File: config.mk
export PLATFORM = sky130hd
export DESIGN_NAME = fb_fetch
export DESIGN_NICKNAME = d
export VERILOG_FILES = /design/src/rtl/fb_fetch.sv
export SDC_FILE = /design/constraint.sdc
export NUM_CORES = 1
export LEC_CHECK = 0
export BUFFER_PORTS_ARGS = -buffer_cell sky130_fd_sc_hd__buf_2
export CAP_MARGIN = 10
export CORE_MARGIN = 4
export CORE_UTILIZATION = 60
export CTS_BUF_LIST = sky130_fd_sc_hd__clkbuf_8
export DETAILED_ROUTE_END_ITERATION = 10
export PLACE_DENSITY = 0.83
export SETUP_SLACK_MARGIN = 0.02
export SLEW_MARGIN = 10
export SYNTH_ARGS = -nofsm -noshare
export SYNTH_HDL_FRONTEND = slang
export SYNTH_SLANG_ARGS = --single-unit
File: constraint.sdc
create_clock -name pixel_clk -period 3.4 [get_ports pixel_clk]
set_input_delay 0.34 -clock pixel_clk [delete_from_list [all_inputs] [get_ports pixel_clk]]
set_output_delay 0.34 -clock pixel_clk [all_outputs]
set_load 0.02 [all_outputs]
File: src/rtl/fb_fetch.sv
// Framebuffer fetch engine: reads one pixel word at a time over Wishbone and
// buffers {sof, rgb} in a small FIFO that the video timing stage drains.
module fb_fetch #(
  parameter int          HDISP      = 800,
  parameter int          VDISP      = 480,
  parameter logic [31:0] BASE_ADDR  = 32'h0,
  parameter int          FIFO_DEPTH = 16
) (
  input  logic        pixel_clk,
  input  logic        pixel_rst,
  output logic        wshb_cyc,
  output logic        wshb_stb,
  output logic        wshb_we,
  output logic [3:0]  wshb_sel,
  output logic [31:0] wshb_adr,
  input  logic [31:0] wshb_dat_sm,
  input  logic        wshb_ack,
  output logic [23:0] pix_rgb,
  output logic        pix_sof,
  output logic        pix_valid,
  input  logic        pix_ready,
  output logic        underflow
);

  localparam int NPIX = HDISP * VDISP;
  localparam int PW   = (NPIX > 1) ? $clog2(NPIX) : 1;
  localparam int AW   = $clog2(FIFO_DEPTH);
  localparam int CW   = AW + 1;

  localparam logic [PW-1:0] LAST_IDX   = PW'(NPIX - 1);
  localparam logic [CW-1:0] FILL_LIMIT = CW'(FIFO_DEPTH - 2);

  typedef enum logic [0:0] {
    S_IDLE = 1'b0,
    S_REQ  = 1'b1
  } state_t;

  state_t        r_state;
  state_t        w_state_nxt;
  logic          r_started;
  logic          r_popped;
  logic          r_underflow;
  logic [PW-1:0] r_pix_idx;
  logic [31:0]   r_adr;
  logic [24:0]   r_mem [FIFO_DEPTH];
  logic [AW-1:0] r_wr_ptr;
  logic [AW-1:0] r_rd_ptr;
  logic [CW-1:0] r_count;

  logic          w_push;
  logic          w_pop;
  logic          w_empty;
  logic          w_can_req;
  logic          w_sof;
  logic          w_unused;

  function automatic logic [CW-1:0] count_next(input logic          push,
                                               input logic          pop,
                                               input logic [CW-1:0] cnt);
    logic [CW-1:0] res;
    case ({push, pop})
      2'b10:   res = cnt + CW'(1);
      2'b01:   res = cnt - CW'(1);
      default: res = cnt;
    endcase
    return res;
  endfunction

  assign w_empty   = (r_count == CW'(0));
  assign w_push    = (r_state == S_REQ) && wshb_ack;
  assign w_pop     = !w_empty && pix_ready;
  // Two free entries are needed: one for the word about to be requested, one spare.
  assign w_can_req = (r_count <= FILL_LIMIT);
  assign w_sof     = (r_pix_idx == PW'(0));
  assign w_unused  = ^wshb_dat_sm[31:24];

  // FSM state register.
  always_ff @(posedge pixel_clk) begin
    if (pixel_rst) begin
      r_state <= S_IDLE;
    end else begin
      r_state <= w_state_nxt;
    end
  end

  // FSM next-state logic; the first request waits one cycle after reset.
  always_comb begin
    w_state_nxt = r_state;
    case (r_state)
      S_IDLE: begin
        if (r_started && w_can_req) begin
          w_state_nxt = S_REQ;
        end else begin
          w_state_nxt = S_IDLE;
        end
      end
      S_REQ: begin
        if (wshb_ack) begin
          w_state_nxt = S_IDLE;
        end else begin
          w_state_nxt = S_REQ;
        end
      end
      default: w_state_nxt = S_IDLE;
    endcase
  end

  // Start-up qualifier that holds off the first request after reset.
  always_ff @(posedge pixel_clk) begin
    if (pixel_rst) begin
      r_started <= 1'b0;
    end else begin
      r_started <= 1'b1;
    end
  end

  // Pixel index and bus address advance together on every accepted word.
  always_ff @(posedge pixel_clk) begin
    if (pixel_rst) begin
      r_pix_idx <= PW'(0);
      r_adr     <= BASE_ADDR;
    end else if (w_push) begin
      if (r_pix_idx == LAST_IDX) begin
        r_pix_idx <= PW'(0);
        r_adr     <= BASE_ADDR;
      end else begin
        r_pix_idx <= r_pix_idx + PW'(1);
        r_adr     <= r_adr + 32'd4;
      end
    end else begin
      r_pix_idx <= r_pix_idx;
      r_adr     <= r_adr;
    end
  end

  // FIFO storage; contents need no reset because count gates visibility.
  always_ff @(posedge pixel_clk) begin
    if (w_push && !pixel_rst) begin
      r_mem[r_wr_ptr] <= {w_sof, wshb_dat_sm[23:0]};
    end
  end

  // FIFO pointers and occupancy.
  always_ff @(posedge pixel_clk) begin
    if (pixel_rst) begin
      r_wr_ptr <= AW'(0);
      r_rd_ptr <= AW'(0);
      r_count  <= CW'(0);
    end else begin
      r_wr_ptr <= w_push ? (r_wr_ptr + AW'(1)) : r_wr_ptr;
      r_rd_ptr <= w_pop  ? (r_rd_ptr + AW'(1)) : r_rd_ptr;
      r_count  <= count_next(w_push, w_pop, r_count);
    end
  end

  // Starvation only counts once streaming has started, and is sticky until reset.
  always_ff @(posedge pixel_clk) begin
    if (pixel_rst) begin
      r_popped    <= 1'b0;
      r_underflow <= 1'b0;
    end else begin
      r_popped    <= r_popped | w_pop;
      r_underflow <= r_underflow | (pix_ready && w_empty && r_popped);
    end
  end

  assign wshb_cyc  = (r_state == S_REQ);
  assign wshb_stb  = (r_state == S_REQ);
  assign wshb_we   = 1'b0;
  assign wshb_sel  = 4'hF;
  assign wshb_adr  = r_adr;

  assign {pix_sof, pix_rgb} = r_mem[r_rd_ptr];
  assign pix_valid = !w_empty;
  assign underflow = r_underflow;

endmodule

==> impl_metrics.csv <==
group,metric,value,unit
outcome,status,"finished clean",
detailed_routing,vias,9796,
sta,layout_setup_ws,0.215,ns
sta,maxSlewHeadroom,37.4,%
critical_path,critPathTopFamily,"multiplexers",
synthesis,synth_top_area_share,65.0,%
final_layout,final-seq-area,13400,um^2
critical_path,cp_num_buf_inv,2,
grt,top_usage_layer,"met2",
synthesis,synth_most_common_cell,"edfxtp_1",
power_and_ir_drop,leakagePower,6.81,nW
final_layout,syn2layout_area_growth,13.7,%
worst_hold_path,worstHoldStart,"pix_ready",
place,dp_hpwl,22200,um
worst_hold_path,whs_path_depth,3,
worst_hold_path,hold_end,"underflow$_SDFF_PP0_",
synthesis,synth-adder-area-share,0.813,%
clock_network,ctsResizeCount,0,
synthesis,synth-seq-cells,470,
critical_path,r2r_slack,0.54,ns
detailed_routing,viasPerCell,6.29,
synthesis,synth_area_leaders,"edfxtp_1 (65%), mux4_2 (15%), dfxtp_1 (7.6%)",
sta,max_freq,314,MHz
grt,use_met1,31.7,%
final_layout,multi_input_area,4890,um^2
floorplanning,dieArea,33700,um^2
grt,grt_pass1_vias,10200,
synthesis,avgSynthCellArea,18.9,um^2
critical_path,reg2reg_depth,11,
floorplanning,ioPinCount,102,
floorplanning,coreArea,30000,um^2
sta,finClkSkew,0.0387,ns
clock_network,cts_root_buf,"clkbuf_8",
clock_network,cts_hold_buf,0,
critical_path,path_common_cell,"mux4_2",
synthesis,synth_edf_count,400,
clock_network,cts_setup_buffers,0,
critical_path,crit_path_end_kind,"output pin",
place,gp_congestion,0.753,
floorplanning,die_h,183,um
place,portBuffers,86,
clock_network,path_clk_slew,0.05,ns
grt,grtUsageMet3,5.20,%
grt,grt_pass1_wl,59300,um
detailed_routing,first_pass_iters,5,
critical_path,required,3.06,ns
critical_path,start_kind,"register",
synthesis,synth_area_leader_cell,"edfxtp_1",
final_layout,nets,1167,
flow_run,drv_cap,0,
place,place_inst,1434,
critical_path,slowest_delay,0.66,ns
synthesis,synth-simple-area-share,5.56,%
clock_network,clk_latency,0.59,ns
floorplanning,rows,63,
critical_path,criticalPathCategory,"reg -> out",
grt,track_usage,23.3,%
clock_network,cts_max_level,3,
detailed_routing,drc,0,
grt,overflow,0,
sta,setup_violations,0,
synthesis,synth_seq_area_share,72.6,%
detailed_routing,detail_route.wl_per_cell,24.6,um
critical_path,reg2reg_to,"r_count[4]$_SDFFE_PP0P_",
synthesis,synth_area,18500,um^2
synthesis,synth_top_family_by_area,"multiplexers",
synthesis,yosysWarnings,0,
synthesis,synth-xor-area-share,1.42,%
sta,hold_viol_final,0,
synthesis,synth_common_cells,"edfxtp_1 (400), mux4_2 (125), dfxtp_1 (70)",
synthesis,ys.flop_type,"edfxtp_1",
clock_network,cts_tree,"done",
critical_path,slowest_stage,"dfxtp_4",
sta,drv_slew,0,
final_layout,drive_gt1_share,30.4,%
floorplanning,initial_core_util,61.5,%
sta,worstMarginPinSlew,0.936,ns
sta,tns,0,ns
critical_path,reg2reg_from,"r_count[1]$_SDFFE_PP0P_",
critical_path,crit_fanout,22,
grt,grt_max_degree,101,
sta,post-route-min-period,3.18,ns
synthesis,syn_inst,975,
clock_network,cts_buffer_depth,3,
clock_network,cts.sinks,470,
detailed_routing,wirelength,38200,um
synthesis,synth_compound_area_share,2.53,%
detailed_routing,drt_iter0_markers,1095,
grt,antenna_found_initial,2,
floorplanning,die_w,183,um
place,pre_cts_ws,0.587,ns
grt,globalRouteMet2Util,38.5,%
sta,rsz0062_at_grt,"no",
synthesis,synth_cell_type_count,49,
critical_path,critPathArrivalTime,2.84,ns
detailed_routing,antenna_left,0,
clock_network,cts_made_buffers,73,
critical_path,crit_path_cell_trace,"buf_4, mux4_2, mux4_2, buf_2",
synthesis,synth_mux_area_share,15.4,%
power_and_ir_drop,irDropWorstVdd,0.305,mV
synthesis,synthArstFlopShare,0,%
final_layout,fillCellCount,1752,
sta,post-route-period-util,93.7,%
final_layout,antenna_cells,0,
worst_hold_path,hold_path.class,"in -> reg",
power_and_ir_drop,power_density,585,nW/um^2
final_layout,stdcell_count,1558,
==> stage by stage <==
stage | util, % | hold slack [ns] | cell area (um^2) | power (mW)
after floorplan | - | 0.439 | 18500 | 7.61
after global placement | 65.5 | 0.446 | 19700 | 7.99
after detailed placement | 65.5 | 0.463 | 19700 | 8.03
after CTS | 69.9 | 0.0317 | 21000 | 12.4
after global routing | 69.9 | 0.0474 | 21000 | 12.8
final | 69.9 | 0.0592 | 21000 | 12.3
==> placed cells by master, fill, tap and decap left out, types with 5 or more instances in the layout <==
cell type	instances
a21oi_1	30
conb_1	7
or3_1	11
mux4_2	125
o21ai_0	12
inv_1	38
o31ai_1	16
clkinv_1	10
nand4_1	18
nand2_1	30
nor2_1	41
xor2_1	20
nor2_4	16
nand3_1	17
clkbuf_8	77
buf_12	11
ha_1	12
buf_4	22
xnor2_1	10
or4_1	18
and4_1	10
edfxtp_1	400
and3_1	5
buf_2	86
nor3_1	6
dfxtp_1	67
==> worst reg2reg max path, delay by kind of cell (launching register included) <==
| kind | cells | cell delay, ns |
|---|---|---|
| compound gates | 4 | 0.75 |
| simple gates | 2 | 0.66 |
| fa+ha+maj | 2 | 0.53 |
| flops | 1 | 0.39 |
| buf+inv | 2 | 0.24 |
| xor+xnor | 1 | 0.18 |
==> layer usage <==
layer  routed length [um]  up-vias
met5                   21        -
met1                14800     5014
li1                     -     4260
met3                 2980       60
met4                  716        4
met2                19700      458
==> flip-flops by register name, summed over array words and instances, names as in the netlist, 4 cells and up, named ones only <==
signal     count
wshb_adr      30
r_wr_ptr       4
r_mem        400
r_rd_ptr       4
r_count        5
r_pix_idx     19
==> how the worst max path moves through the flow <==
stage | cells past startpoint | to | slack, ns
floorplan | 5 | r_mem[15][0]$_DFFE_PP_ | 0.47
global placement | 11 | r_count[4]$_SDFFE_PP0P_ | 0.62
detailed placement | 11 | r_count[4]$_SDFFE_PP0P_ | 0.59
CTS | 4 | pix_rgb[8] | 0.14
global route | 4 | pix_rgb[2] | 0.05
finish | 4 | pix_rgb[2] | 0.22
==> cell families after synthesis <==
family | count (synthesis)
AOI/OAI and AO/OA | 75
other | 2
adders and majority gates | 12
muxes | 127
xor gates and xnor gates | 30
DFF | 470
buffers and inverters | 68
and+or+nand+nor | 191
==> layout make-up <==
cell class	count	share of cell area, %
clock buffers	77	5.05
clock inverters	47	1.35
inverters	13	0.232
multi-input cells	442	23.3
flip-flops and latches	470	63.9
well taps	390	2.32
repair buffers	119	3.88
==> where the power goes <==
group / switching, mW / internal (mW) / total [mW] / leakage, nW
logic: 0.771 / 0.717 / 1.49 / 1.87
clock network: 2.06 / 2.32 / 4.38 / 0.779
registers: 0.0991 / 6.31 / 6.41 / 4.16
(Power assumes the default switching activity.)
